`src/rtl/skylark_wb_pkg.sv`:
```
// rtl/skylark_wb_pkg.sv - shared types for the writeback stage
package skylark_wb_pkg;

    localparam int DATA_W = 32;

    typedef enum logic [1:0] {
        RES_ALU    = 2'b00,
        RES_LOAD   = 2'b01,
        RES_PC     = 2'b10,
        RES_POPCNT = 2'b11
    } result_src_t;

    typedef enum logic [2:0] {
        ST_IDLE     = 3'd0,
        ST_MEM_REQ  = 3'd1,
        ST_MEM_WAIT = 3'd2,
        ST_POPCNT   = 3'd3,
        ST_DONE     = 3'd4
    } wb_state_t;

endpackage

```
`src/rtl/wb_popcount_iter.sv`:
```
// rtl/wb_popcount_iter.sv - chunked sequential popcount, CHUNK bits per cycle
module wb_popcount_iter
    import skylark_wb_pkg::*;
#(
    parameter int CHUNK = 8
) (
    input  logic              clk,
    input  logic              reset,
    input  logic              start,
    input  logic [DATA_W-1:0] operand,
    output logic              busy,
    output logic              done,
    output logic [5:0]        count
);

    localparam int N = DATA_W / CHUNK;

    logic [DATA_W-1:0] r_operand;
    logic [5:0]        r_idx;
    logic [5:0]        r_acc;
    logic              r_busy;
    logic [CHUNK-1:0]  w_chunk;
    logic              w_last;

    function automatic logic [5:0] chunk_ones(input logic [CHUNK-1:0] b);
        logic [5:0] c;
        c = 6'd0;
        for (int i = 0; i < CHUNK; i++) c = c + 6'(b[i]);
        return c;
    endfunction

    // The operand is shifted down each cycle so the low chunk is always the one counted.
    assign w_chunk = r_operand[CHUNK-1:0];
    assign w_last  = r_busy && (r_idx == 6'(N - 1));

    always_ff @(posedge clk or negedge reset) begin
        if (!reset) begin
            r_operand <= '0;
            r_idx     <= 6'd0;
            r_acc     <= 6'd0;
            r_busy    <= 1'b0;
        end else if (start) begin
            r_operand <= operand;
            r_idx     <= 6'd0;
            r_acc     <= 6'd0;
            r_busy    <= 1'b1;
        end else if (r_busy) begin
            r_acc     <= r_acc + chunk_ones(w_chunk);
            r_operand <= r_operand >> CHUNK;
            r_idx     <= r_idx + 6'd1;
            if (w_last) r_busy <= 1'b0;
        end
    end

    assign busy  = r_busy;
    assign done  = w_last;
    assign count = r_acc;

endmodule

```
`src/rtl/wb_mem_writeback_unit.sv`:
```
// rtl/wb_mem_writeback_unit.sv - EX/WB consumer: data-memory access, popcount, register-file write
module wb_mem_writeback_unit
    import skylark_wb_pkg::*;
#(
    parameter int POPCNT_CHUNK = 8
) (
    input  logic              clk,
    input  logic              reset,
    input  logic              ValidW,
    input  logic              RegWriteW,
    input  logic [1:0]        ResultSrcW,
    input  logic              MemWriteW,
    input  logic [4:0]        A3_W,
    input  logic [DATA_W-1:0] RD2_W,
    input  logic [DATA_W-1:0] ALUResultW,
    input  logic [DATA_W-1:0] length_adjusted_W,
    input  logic [DATA_W-1:0] PCNextW,
    output logic              dmem_req_valid,
    input  logic              dmem_req_ready,
    output logic              dmem_we,
    output logic [DATA_W-1:0] dmem_addr,
    output logic [DATA_W-1:0] dmem_wdata,
    input  logic              dmem_rvalid,
    input  logic [DATA_W-1:0] dmem_rdata,
    output logic              WE3,
    output logic [4:0]        A3,
    output logic [DATA_W-1:0] WD3,
    output logic              StallW
);

    wb_state_t         r_state;
    logic              r_store;
    logic              r_is_pop;
    logic              r_regwrite;
    logic [4:0]        r_a3;
    logic [DATA_W-1:0] r_addr;
    logic [DATA_W-1:0] r_wdata;
    logic [DATA_W-1:0] r_rdata;

    logic              w_is_load;
    logic              w_is_pop;
    logic              w_accept;
    logic              w_start;
    logic              w_pc_busy;
    logic              w_pc_done;
    logic [5:0]        w_pc_count;

    // Stores take priority: any MemWriteW goes to memory regardless of ResultSrcW.
    assign w_is_load = (ResultSrcW == RES_LOAD) && !MemWriteW;
    assign w_is_pop  = (ResultSrcW == RES_POPCNT) && !MemWriteW;
    assign w_accept  = ValidW && (MemWriteW || w_is_load || w_is_pop);
    assign w_start   = (r_state == ST_IDLE) && w_accept && w_is_pop;

    wb_popcount_iter #(
        .CHUNK (POPCNT_CHUNK)
    ) u_popcount (
        .clk     (clk),
        .reset   (reset),
        .start   (w_start),
        .operand (length_adjusted_W),
        .busy    (w_pc_busy),
        .done    (w_pc_done),
        .count   (w_pc_count)
    );

    always_ff @(posedge clk or negedge reset) begin
        if (!reset) begin
            r_state    <= ST_IDLE;
            r_store    <= 1'b0;
            r_is_pop   <= 1'b0;
            r_regwrite <= 1'b0;
            r_a3       <= 5'd0;
            r_addr     <= '0;
            r_wdata    <= '0;
            r_rdata    <= '0;
        end else begin
            case (r_state)
                ST_IDLE: begin
                    if (w_accept) begin
                        r_store    <= MemWriteW;
                        r_is_pop   <= w_is_pop;
                        r_regwrite <= RegWriteW;
                        r_a3       <= A3_W;
                        r_addr     <= ALUResultW;
                        r_wdata    <= RD2_W;
                        r_rdata    <= '0;
                        r_state    <= w_is_pop ? ST_POPCNT : ST_MEM_REQ;
                    end
                end
                ST_MEM_REQ: begin
                    if (dmem_req_ready) r_state <= r_store ? ST_DONE : ST_MEM_WAIT;
                end
                ST_MEM_WAIT: begin
                    if (dmem_rvalid) begin
                        r_rdata <= dmem_rdata;
                        r_state <= ST_DONE;
                    end
                end
                ST_POPCNT: begin
                    if (w_pc_done || !w_pc_busy) r_state <= ST_DONE;
                end
                // EX/WB advances on this edge, so its stale contents must not be re-accepted.
                ST_DONE:  r_state <= ST_IDLE;
                default:  r_state <= ST_IDLE;
            endcase
        end
    end

    always_comb begin
        dmem_req_valid = 1'b0;
        dmem_we        = 1'b0;
        dmem_addr      = '0;
        dmem_wdata     = '0;
        WE3            = 1'b0;
        A3             = 5'd0;
        WD3            = '0;
        StallW         = 1'b0;
        if (reset) begin
            case (r_state)
                ST_IDLE: begin
                    if (ValidW) begin
                        if (w_accept) begin
                            StallW = 1'b1;
                        end else begin
                            WE3 = RegWriteW && (A3_W != 5'd0);
                            A3  = A3_W;
                            WD3 = (ResultSrcW == RES_PC) ? PCNextW : ALUResultW;
                        end
                    end
                end
                ST_MEM_REQ: begin
                    dmem_req_valid = 1'b1;
                    dmem_we        = r_store;
                    dmem_addr      = r_addr;
                    dmem_wdata     = r_wdata;
                    StallW         = 1'b1;
                end
                ST_MEM_WAIT: StallW = 1'b1;
                ST_POPCNT:   StallW = 1'b1;
                ST_DONE: begin
                    WE3 = r_regwrite && (r_a3 != 5'd0) && !r_store;
                    A3  = r_a3;
                    WD3 = r_is_pop ? {26'b0, w_pc_count} : r_rdata;
                end
                default: StallW = 1'b0;
            endcase
        end
    end

endmodule

```
`config.mk`:
```
export PLATFORM = sky130hd
export DESIGN_NAME = wb_mem_writeback_unit
export DESIGN_NICKNAME = d
export VERILOG_FILES = /design/src/rtl/skylark_wb_pkg.sv /design/src/rtl/wb_popcount_iter.sv /design/src/rtl/wb_mem_writeback_unit.sv
export SDC_FILE = /design/constraint.sdc
export NUM_CORES = 1
export LEC_CHECK = 0
export CORE_ASPECT_RATIO = 1.4
export CORE_MARGIN = 2
export CORE_UTILIZATION = 43
export CTS_BUF_LIST = sky130_fd_sc_hd__clkbuf_4 sky130_fd_sc_hd__clkbuf_8
export CTS_CLUSTER_DIAMETER = 120
export CTS_CLUSTER_SIZE = 20
export DETAILED_ROUTE_END_ITERATION = 10
export GPL_ROUTABILITY_DRIVEN = 0
export GPL_TIMING_DRIVEN = 0
export HOLD_SLACK_MARGIN = 0.12
export PLACE_DENSITY = 0.82
export SETUP_SLACK_MARGIN = 0.02
export SLEW_MARGIN = 20
export SYNTH_ARGS = -nofsm -noshare
export SYNTH_HDL_FRONTEND = slang
export SYNTH_HIERARCHICAL = 1
export SYNTH_SLANG_ARGS = --single-unit
```
`constraint.sdc`:
```
create_clock -name clk -period 3.2 [get_ports clk]
set_input_delay 0.32 -clock clk [delete_from_list [all_inputs] [get_ports clk]]
set_output_delay 0.32 -clock clk [all_outputs]
set_load 0.02 [all_outputs]
```
==> impl_metrics.ini <==
[clock_tree]
cts.clk_slew.worst_paths_ns = 0.08
clk_latency_ns = 0.45
cts_sinks = 152
cts_root_buf = clkbuf_8
cts_buffers = 17
cts_buffer_depth = 2
cts_htree_levels = 4
cts_tree = done

[finish]
area_delta_synth_final_pct = 45.2
finalNetCount = 1231
drive_gt1_share_pct = 17.4
design_area_sq_um = 11900
final_core_util_pct = 63.8
final_cells = 1302

[yosys]
synthMuxAreaShare_pct = 18.6
synth-seq-cells = 152
synth_edf_count = 0
ys.flop_type = dfrtp_1
synth_top_area_share_pct = 46.5
async_reset_ff_share_pct = 100
syn_area_per_cell_sq_um = 11.0
yosysSeqAreaShare_pct = 46.5
synth.cell_area_sq_um = 8180
synth_top_area_cell = dfrtp_1
synth.distinct_cells = 46
synth_top_family_by_area = multiplexers
synth.area.top_cells = dfrtp_1, mux2_2, a22o_1
synth-xor-area-share_pct = 0.643
syn_inst = 740
synthAdderAreaFrac_pct = 2.30
ys_warn_count = 6
synthSimpleGateAreaFrac_pct = 13.2
synth-compound-area-share_pct = 14.0
synth_fp_nets = 926

[pwr]
p_sw_mw = 3.28
pwr-share-seq_pct = 37.7
leakagePower_nw = 5.02
p_sw_share_pct = 36.5
p_int_mw = 5.71
powerDensity_nw_per_um2 = 757
ir_worst_vdd_mv = 0.322
clkPwrFrac_pct = 16.1
p_comb_share_pct = 46.3

[placement]
dp_cells = 1263
placed_area_sq_um = 11300
place_ws_ns = -0.602
place_hpwl_microns = 18700
port_buffers = 278

[timing]
fin_crit_sh_pct = 102
skew_ns = 0.0172
worstMarginPinSlew_ns = 0.735
setup-violations-final = 2
setup_slack_ns = -0.0680
max_freq_mhz = 306
rsz0062_at_grt = yes
min_period_ns = 3.27
whs_ns = 0.434
slew_viol_final = 0
hold_viol_final = 0
slew-limit-headroom_pct = 50.6

[drt]
antenna_left = 0
wl_per_cell_microns = 19.0
drc = 0
via_per_inst = 5.33
first_iter_violations = 365
vias = 6945
wl_microns = 24700
detail_route.first_pass.iterations = 5

[outcome]
status = complete, but fails checks
violations = setup timing

[worst_setup_path]
path_delay_family = adder cells
path_max_fanout = 3
slowest_delay_ns = 0.55
startpoint = u_popcount/count[0]
slowest_stage = fa_1
crit_type = reg2reg
cpMostUsedCell = fa_1
crit_chain = fa_1 > inv_1 > fa_1 > fa_1 > fa_2 > fa_2 > nand2b_4 > a21oi_2 > xnor2_1 > nor2_1
regToRegStartpoint = u_popcount/count[0]
critPathRequiredTime_ns = 3.53
end_kind = register
worstPathArrival_ns = 3.59
path_buf_inv = 1
start_kind = register

[global_routing]
grt_pass1_vias = 7294
grt_usage_pct = 24.8
grt_max_degree = 71
antenna_found_initial = 1
grt-ovfl-total = 0
grt_pass1_wl_microns = 38800

[worst_hold_path]
hp-start = length_adjusted_W[29]
holdCritPathClass = in2reg

[floorplan]
ioPinCount = 279
die_area_sq_um = 20200
die_w_microns = 121
die_y_microns = 167
rows = 59
core_sq_um = 18600
initial_core_util_pct = 44.0

[run]
cap_violations = 0
## sequential cells by signal, summed over array words and instances, names as in the netlist
register / flops
r_a3: 5
r_addr: 32
r_is_pop: 1
r_rdata: 32
r_regwrite: 1
r_state: 3
r_store: 1
r_wdata: 32
u_popcount/busy: 1
u_popcount/count: 6
u_popcount/r_idx: 6
u_popcount/r_operand: 32
## synthesized netlist by cell type (2+ instances only)
library cell / instances
a21o_1: 2
a21oi_1: 11
a22o_1: 64
a22oi_1: 31
and2_1: 66
and3_1: 2
buf_1: 3
buf_2: 15
buf_4: 6
buf_6: 10
clkbuf_1: 26
dfrtp_1: 152
fa_1: 5
ha_1: 7
inv_1: 11
mux2_2: 89
mux2_4: 10
mux2i_1: 37
nand2_1: 43
nand2b_1: 10
nand3_1: 2
nor2_1: 60
nor2b_1: 5
o211ai_1: 3
o21ai_0: 38
o21ai_1: 2
o22a_1: 6
or4_1: 2
xnor2_1: 2
xor2_1: 4
## placed cells by master, fill, tap and decap left out, types with 3 or more instances in the layout
master | synthesis | routed
ha_1 | 7 | 7
a21oi_1 | 11 | 10
clkdlybuf4s50_1 | 0 | 272
fa_1 | 5 | 3
nor2b_1 | 5 | 5
nand2b_1 | 10 | 9
o22a_1 | 6 | 6
buf_4 | 6 | 8
buf_6 | 10 | 10
inv_1 | 11 | 11
buf_2 | 15 | 13
clkbuf_2 | 0 | 5
clkinv_2 | 0 | 5
dlymetal6s2s_1 | 0 | 3
a22oi_1 | 31 | 31
dlygate4sd3_1 | 0 | 3
mux2i_1 | 37 | 37
xor2_1 | 4 | 4
o211ai_1 | 3 | 3
and2_1 | 66 | 66
clkbuf_4 | 0 | 4
clkinv_4 | 0 | 5
clkbuf_1 | 26 | 21
o21ai_0 | 38 | 38
dfrtp_1 | 152 | 152
a22o_1 | 64 | 64
buf_16 | 0 | 3
clkbuf_8 | 0 | 18
mux2_2 | 89 | 89
nand2_1 | 43 | 43
nor2_1 | 60 | 60
mux2_4 | 10 | 10
## final cells by class
type	count	area, sq um
fillers	1540	6730
multi-input cells	516	4000
flip-flops and latches	152	3800
repair buffers	287	2970
plain buffers	59	357
well taps	244	305
clock buffers	19	255
clock inverters	12	129
inverters	12	45.0
diodes	1	2.50
## per-layer routing
metal  global-route usage [%]  routed length, microns
met1                     29.0                    9430
met2                     44.1                   13000
met3                     4.80                    1480
met4                     10.3                     824
met5                        0                       0
## cells by family after synthesis
group	count (synthesis)
buf+inv	72
simple gates	204
xor+xnor	6
flops	152
compound gates	158
mux	136
fa+ha+maj	12
## worst paths after layout
| kind | endpoint | slack [ns] | cells after the start |
|---|---|---|---|
| max in group asynchronous | r_wdata[26] | 1.67 | 5 |
| setup reg to reg | u_popcount/count[4] | -0.07 | 10 |
| min in group asynchronous | r_rdata[18] | 0.59 | 3 |
| hold / removal | u_popcount/r_operand[29] | 0.43 | 3 |
| hold reg to reg | r_wdata[0] | 0.50 | 1 |
| setup / recovery | u_popcount/count[4] | -0.07 | 10 |
## tightest hold or removal path, stage by stage
cell and delay [ns]:
clkdlybuf4s50_1 0.39, nand2_1 0.06, o21ai_0 0.07
## timing repair
action,CTS,global route
setup buffers,1,0
setup endpoints to repair,53,65
endpoints found under the hold margin,70,0
hold buffers,6,0
gates cloned,1,0
pin swaps,3,1
resized for setup,8,13
## metrics by stage
step	TNS (ns)	power, mW
after global routing	-0.394	9.61
after floorplan	0	6.11
after global placement	-1261.19	7.36
after CTS	-0.0759	9.04
after detailed placement	-17.13	7.54
final	-0.0760	8.99
## power groups by stage
| stage | Clock, mW | Sequential (mW) | Combinational (mW) |
|---|---|---|---|
| 2_1_floorplan | 0 | 3.21 | 2.90 |
| 3_3_place_gp | 0 | 3.36 | 3.99 |
| 3_5_place_dp | 0 | 3.41 | 4.13 |
| 4_1_cts | 1.49 | 3.37 | 4.18 |
| 5_1_grt | 1.57 | 3.50 | 4.54 |
| 6_report | 1.45 | 3.38 | 4.16 |
Note: power is estimated with default switching activity, not from simulation.
